`src/rtl/model_ps2_ascii_pkg.sv`:
```
// Shared scancode constants and decoder state encoding for the PS/2
// keyboard front end.
package model_ps2_ascii_pkg;

    localparam logic [7:0] SC_BREAK  = 8'hF0;
    localparam logic [7:0] SC_EXT    = 8'hE0;
    localparam logic [7:0] SC_LSHIFT = 8'h12;
    localparam logic [7:0] SC_RSHIFT = 8'h59;

    localparam logic [3:0] LAST_BIT = 4'd10;

    typedef enum logic [1:0] {
        ST_IDLE      = 2'd0,
        ST_BREAK     = 2'd1,
        ST_EXT       = 2'd2,
        ST_EXT_BREAK = 2'd3
    } dec_state_e;

    // bits[0]=start, bits[8:1]=data, bits[9]=odd parity
    function automatic logic frame_ok(input logic [9:0] bits,
                                      input logic stop);
        return ~bits[0] & (^bits[9:1]) & stop;
    endfunction

endpackage

```
`src/rtl/model_scancode_rom.sv`:
```
// Set-2 scancode to ASCII lookup; hit=0 for codes with no character.
module model_scancode_rom (
    input  logic [7:0] code,
    input  logic       shift,
    output logic [7:0] ascii,
    output logic       hit
);

    logic [7:0] lo;
    logic [7:0] hi;

    always_comb begin
        lo = 8'd0;
        hi = 8'd0;
        case (code)
            8'h1C: lo = "a";  8'h32: lo = "b";
            8'h21: lo = "c";  8'h23: lo = "d";
            8'h24: lo = "e";  8'h2B: lo = "f";
            8'h34: lo = "g";  8'h33: lo = "h";
            8'h43: lo = "i";  8'h3B: lo = "j";
            8'h42: lo = "k";  8'h4B: lo = "l";
            8'h3A: lo = "m";  8'h31: lo = "n";
            8'h44: lo = "o";  8'h4D: lo = "p";
            8'h15: lo = "q";  8'h2D: lo = "r";
            8'h1B: lo = "s";  8'h2C: lo = "t";
            8'h3C: lo = "u";  8'h2A: lo = "v";
            8'h1D: lo = "w";  8'h22: lo = "x";
            8'h35: lo = "y";  8'h1A: lo = "z";
            8'h16: lo = "1";  8'h1E: lo = "2";
            8'h26: lo = "3";  8'h25: lo = "4";
            8'h2E: lo = "5";  8'h36: lo = "6";
            8'h3D: lo = "7";  8'h3E: lo = "8";
            8'h45: begin lo = "0"; hi = ")"; end
            8'h46: begin lo = "9"; hi = "("; end
            8'h29: begin lo = 8'd32; hi = 8'd32; end
            8'h5A: begin lo = 8'd10; hi = 8'd10; end
            8'h55: lo = "=";
            8'h5D: lo = 8'd92;
            8'h49: lo = ".";
            default: lo = 8'd0;
        endcase
        if (lo >= "a" && lo <= "z") begin
            hi = lo - 8'd32;
        end
        ascii = shift ? hi : lo;
        hit   = (ascii != 8'd0);
    end

endmodule

```
`src/rtl/model_ps2_ascii.sv`:
```
// PS/2 receiver and set-2 decoder producing one ASCII byte per key press
// for the lexer byte stream; idle output is 8'd0.
module model_ps2_ascii
    import model_ps2_ascii_pkg::*;
#(
    parameter int TIMEOUT_CYCLES = 25000,
    parameter int TIMEOUT_W      = 16
) (
    input  logic       clk_25mhz,
    input  logic       reset,
    input  logic       ps2_clk,
    input  logic       ps2_data,
    output logic [7:0] data_out,
    output logic       data_valid,
    output logic       frame_err
);

    localparam logic [TIMEOUT_W-1:0] WD_LIMIT = TIMEOUT_W'(TIMEOUT_CYCLES);
    localparam logic [TIMEOUT_W-1:0] WD_ONE   = TIMEOUT_W'(1);

    logic [1:0]           clk_sync_q, dat_sync_q;
    logic                 clk_prev_q;
    logic [3:0]           cnt_q, cnt_d;
    logic [9:0]           shift_q, shift_d;
    logic [TIMEOUT_W-1:0] wd_q, wd_d;
    logic [7:0]           code_q, code_d;
    logic                 code_vld_q, code_vld_d;
    logic                 err_q, err_d;
    dec_state_e           state_q;
    logic                 shift_l_q, shift_r_q;
    logic [7:0]           data_out_q;
    logic                 data_valid_q;
    logic                 fall, stop_ok;
    logic [7:0]           rom_ascii;
    logic                 rom_hit;
    logic                 brk, ext;

    assign fall    = clk_prev_q & ~clk_sync_q[1];
    assign stop_ok = frame_ok(shift_q, dat_sync_q[1]);

    always_comb begin
        cnt_d      = cnt_q;
        shift_d    = shift_q;
        wd_d       = wd_q;
        code_d     = code_q;
        code_vld_d = 1'b0;
        err_d      = 1'b0;
        if (fall) begin
            wd_d = '0;
            if (cnt_q == LAST_BIT) begin
                cnt_d      = 4'd0;
                code_d     = shift_q[8:1];
                code_vld_d = stop_ok;
                err_d      = ~stop_ok;
            end else begin
                cnt_d   = cnt_q + 4'd1;
                shift_d = {dat_sync_q[1], shift_q[9:1]};
            end
        end else if (cnt_q == 4'd0) begin
            wd_d = '0;
        end else if (wd_q + WD_ONE == WD_LIMIT) begin
            // stalled partial frame: drop it and flag
            wd_d  = '0;
            cnt_d = 4'd0;
            err_d = 1'b1;
        end else begin
            wd_d = wd_q + WD_ONE;
        end
    end

    always_ff @(posedge clk_25mhz or posedge reset) begin
        if (reset) begin
            clk_sync_q <= 2'b11;
            dat_sync_q <= 2'b11;
            clk_prev_q <= 1'b1;
            cnt_q      <= 4'd0;
            shift_q    <= '0;
            wd_q       <= '0;
            code_q     <= 8'd0;
            code_vld_q <= 1'b0;
            err_q      <= 1'b0;
        end else begin
            clk_sync_q <= {clk_sync_q[0], ps2_clk};
            dat_sync_q <= {dat_sync_q[0], ps2_data};
            clk_prev_q <= clk_sync_q[1];
            cnt_q      <= cnt_d;
            shift_q    <= shift_d;
            wd_q       <= wd_d;
            code_q     <= code_d;
            code_vld_q <= code_vld_d;
            err_q      <= err_d;
        end
    end

    model_scancode_rom u_rom (
        .code  (code_q),
        .shift (shift_l_q | shift_r_q),
        .ascii (rom_ascii),
        .hit   (rom_hit)
    );

    assign brk = (state_q == ST_BREAK) || (state_q == ST_EXT_BREAK);
    assign ext = (state_q == ST_EXT);

    always_ff @(posedge clk_25mhz or posedge reset) begin
        if (reset) begin
            state_q      <= ST_IDLE;
            shift_l_q    <= 1'b0;
            shift_r_q    <= 1'b0;
            data_out_q   <= 8'd0;
            data_valid_q <= 1'b0;
        end else begin
            data_out_q   <= 8'd0;
            data_valid_q <= 1'b0;
            if (code_vld_q) begin
                priority case (1'b1)
                    code_q == SC_BREAK:
                        state_q <= (state_q == ST_IDLE) ? ST_BREAK : ST_EXT_BREAK;
                    code_q == SC_EXT:
                        state_q <= brk ? ST_EXT_BREAK : ST_EXT;
                    brk: begin
                        if (code_q == SC_LSHIFT) shift_l_q <= 1'b0;
                        if (code_q == SC_RSHIFT) shift_r_q <= 1'b0;
                        state_q <= ST_IDLE;
                    end
                    ext:                 state_q   <= ST_IDLE;
                    code_q == SC_LSHIFT: shift_l_q <= 1'b1;
                    code_q == SC_RSHIFT: shift_r_q <= 1'b1;
                    default: begin
                        data_out_q   <= rom_hit ? rom_ascii : 8'd0;
                        data_valid_q <= rom_hit;
                    end
                endcase
            end
        end
    end

    assign data_out   = data_out_q;
    assign data_valid = data_valid_q;
    assign frame_err  = err_q;

endmodule

```
`config.mk`:
```
export PLATFORM = sky130hd
export DESIGN_NAME = model_ps2_ascii
export DESIGN_NICKNAME = d
export VERILOG_FILES = /design/src/rtl/model_ps2_ascii_pkg.sv /design/src/rtl/model_scancode_rom.sv /design/src/rtl/model_ps2_ascii.sv
export SDC_FILE = /design/constraint.sdc
export NUM_CORES = 1
export LEC_CHECK = 0
export ABC_AREA = 1
export BUFFER_PORTS_ARGS = -buffer_cell sky130_fd_sc_hd__buf_2
export CAP_MARGIN = 40
export CORE_MARGIN = 2
export CORE_UTILIZATION = 56
export CTS_CLUSTER_DIAMETER = 150
export CTS_CLUSTER_SIZE = 8
export DETAILED_ROUTE_END_ITERATION = 12
export PLACE_DENSITY = 0.73
export SYNTH_ARGS = -nofsm -noshare
export SYNTH_HDL_FRONTEND = slang
export SYNTH_HIERARCHICAL = 1
export SYNTH_SLANG_ARGS = --single-unit
```
`constraint.sdc`:
```
create_clock -name clk_25mhz -period 2.68 [get_ports clk_25mhz]
set_input_delay 0.268 -clock clk_25mhz [delete_from_list [all_inputs] [get_ports clk_25mhz]]
set_output_delay 0.268 -clock clk_25mhz [all_outputs]
set_load 0.02 [all_outputs]
```
==> flow_summary.toml <==
[pwr]
p_leak_nw = 2.43
powerDensity_nw_per_um2 = 650
vdd.ir_drop.worst_mv = 0.646

[finish]
drive_gt1_share_pct = 30.9
final_common_cell = "nand2_1"
fin_cells = 725
post-route-util_pct = 72.7
fillers = 545
stdcell_area_um2 = 4860
final_cell_mix = "152 x nand2_1, 68 x inv_1, 60 x nor2_1"
nNetsFinal = 649
num_antenna_cells = 0
multiInputGateArea_um2 = 2220
syn2layout_area_growth_pct = 27.4
regArea_um2 = 1460

[sta]
fin_crit_sh_pct = 103
holdWs_ns = 0.0244
fin_skew_ns = 0.0146
fin_ws_ns = -0.0674
max_slew_margin_pct = 64.4
setup_viol = 8
fmax_mhz = 364
slew_violations = 0
finalCriticalPeriod_ns = 2.75
worst_pin_slew_ns = 0.527
hold_violations = 0
rsz0062_at_grt = "yes"

[grt]
track_usage_pct = 26.3
grt_pass1_vias = 3646
use_met3_pct = 4.29
grt_util_met1_pct = 31.3
grt_pass1_wl_um = 15700
antenna_found_initial = 0
busiest_layer = "met2"
overflow = 0
grt_max_degree = 37
grt_use_met2_pct = 47.2

[critical_path]
startpoint = "code_q[0]"
crit_path_start_kind = "flip-flop"
arrival_ns = 3.02
cp_top_family = "simple AND/OR/NAND/NOR gates"
path_class = "flip-flop to flip-flop"
slowest_delay_ns = 0.46
crit_cells = 21
r2r_cells = 21
cpMostUsedCell = "nand2_2"
required_ns = 2.95
rr_endpoint = "data_out[2]"
cp_slowest_cell = "dfrtp_2"
crit_buf_inv = 3
crit_end = "data_out[2]"
crit_chain = "inv_2 -> nand2_4 -> nor2_1 -> nand2_2 -> nand2_2 -> nor2_4 -> nand2_2 -> nor2_4 -> nand3_2 -> inv_2 -> ha_4 -> or2_4 -> nand2_2 -> nand2_2 -> nand2_1 -> nor2_1 -> nand3_1 -> nor3b_2 -> nand4_1 -> buf_6 -> nor2_2"
r2r_slack_ns = -0.07
reg2reg_from = "code_q[0]"
cp-end-kind = "flip-flop"
path_max_fanout = 6

[detailed_routing]
drtAntennaViolNets = 0
drt-wirelength-per-cell_um = 12.6
drc = 0
routed-via-count = 3716
wl_um = 9140
firstDrtPassIters = 5
first_iter_violations = 153
viasPerCell = 5.13

[hold_path]
holdPathStages = 1
hold_class = "input port to flip-flop"

[place]
dp_hpwl_um = 6800
dp_cells = 701
gp_congestion = 0.919
io_buffers = 13
placed_area_um2 = 4390

[clock_tree]
htreeDepth = 3
clkTransAtPathRegs_ns = 0.07
clk_path_buf_depth = 2
cts_tree = "yes"
numCtsBuffers = 9
clock_sinks = 58
insertion_delay_ns = 0.34
clockRootBuffer = "clkbuf_8"

[die]
die_x_um = 86.5
core_um2 = 6680
rows = 30
die_h_um = 86.5
die_area_um2 = 7490
start_util_pct = 57.1
io_pins = 14

[outcome]
violations = "negative setup slack"
outcome = "finished with violations"

[synth]
syn-num-nets = 570
synth_cell_types = 37
ys_warn_count = 6
synth-seq-cells = 58
syn_avg_cell_area_um2 = 6.80
postSynthCellCount = 561
synth_edf_count = 0
ys.flop_type = "dfrtp_1"
ys_seq_area_share_pct = 38.2
async_flop_share_pct = 100
synth_area_um2 = 3810

[flow_run]
drv_cap = 0
[layer usage]
metal | wire length, um | up-vias
li1 | - | 1908
met1 | 3880 | 1727
met2 | 4760 | 60
met3 | 260 | 21
met4 | 231 | 0
met5 | 0 | -
[cell type report]
type,count,area share [%]
Clock buffer,12,3.19
Clock inverter,4,1.52
Inverter,83,6.41
Multi-Input combinational cell,415,45.6
Sequential cell,58,30.1
Tap cell,80,2.06
Timing Repair Buffer,73,11.1
[metrics by stage]
step	power (mW)	setup WS, ns	setup TNS (ns)
after floorplan	1.90	0.0267	0
after global placement	2.12	-0.156	-1.25
after detailed placement	2.16	-0.163	-1.24
after CTS	3.14	-0.0650	-0.493
after global routing	3.37	-0.257	-2.05
final	3.16	-0.0674	-0.371
[where the power goes]
part / switching (mW) / internal, mW / leakage (nW)
combinational: 0.654 / 0.412 / 1.54
sequential: 0.151 / 1.02 / 0.768
clock: 0.348 / 0.575 / 0.117
[flip-flops by register name, indices dropped and copies added, names as in the netlist, 2 cells and up]
register and cells:
data_out 8, dat_sync_q 2, clk_sync_q 2, shift_q 10, cnt_q 4, code_q 8, state_q 2, wd_q 16
[how the worst min path moves through the flow]
stage,to,slack (ns),startpoint
after CTS,clk_sync_q[0],0.01,ps2_clk
after floorplan,clk_sync_q[0],0.27,ps2_clk
after global routing,clk_sync_q[0],0.005,ps2_clk
after global placement,wd_q[3],0.33,reset
final,dat_sync_q[0],0.02,ps2_data
after detailed placement,wd_q[11],0.33,reset
[cells in the mapped netlist (all sizes together) (4+ instances only)]
cell type	count	area, um2
inv	83	312
nor4	4	25.0
o21ai	28	140
nand3b	5	37.5
nand2	183	717
dfstp	5	131
o21bai	6	45.0
ha	5	62.6
nor2	104	460
nand4	14	87.6
xnor2	6	52.6
a21oi	9	45.0
dfrtp	53	1330
nand3	34	208
[cells by family (layout without fill, tap and decap cells)]
logic type | count (synthesis) | in the layout | synth area share, %
AO/OA/AOI/OAI | 49 | 49 | 7.28
XOR/XNOR | 8 | 8 | 1.84
adder cells (fa/ha/maj) | 5 | 5 | 1.64
buffers and inverters | 89 | 172 | 9.42
flip-flops | 58 | 58 | 38.2
AND/OR/NAND/NOR | 352 | 353 | 41.6
[repair_timing]
| item | CTS | global route |
|---|---|---|
| hold buffers | 1 | 0 |
| gates resized for setup | 19 | 43 |
| endpoints found under the hold margin | 22 | 0 |
| endpoints found under the setup margin | 9 | 9 |
| setup buffers | 2 | 3 |
| pin swaps | 3 | 21 |
| gates cloned | 1 | 1 |
No activity file was read; power rests on OpenSTA's default activity.
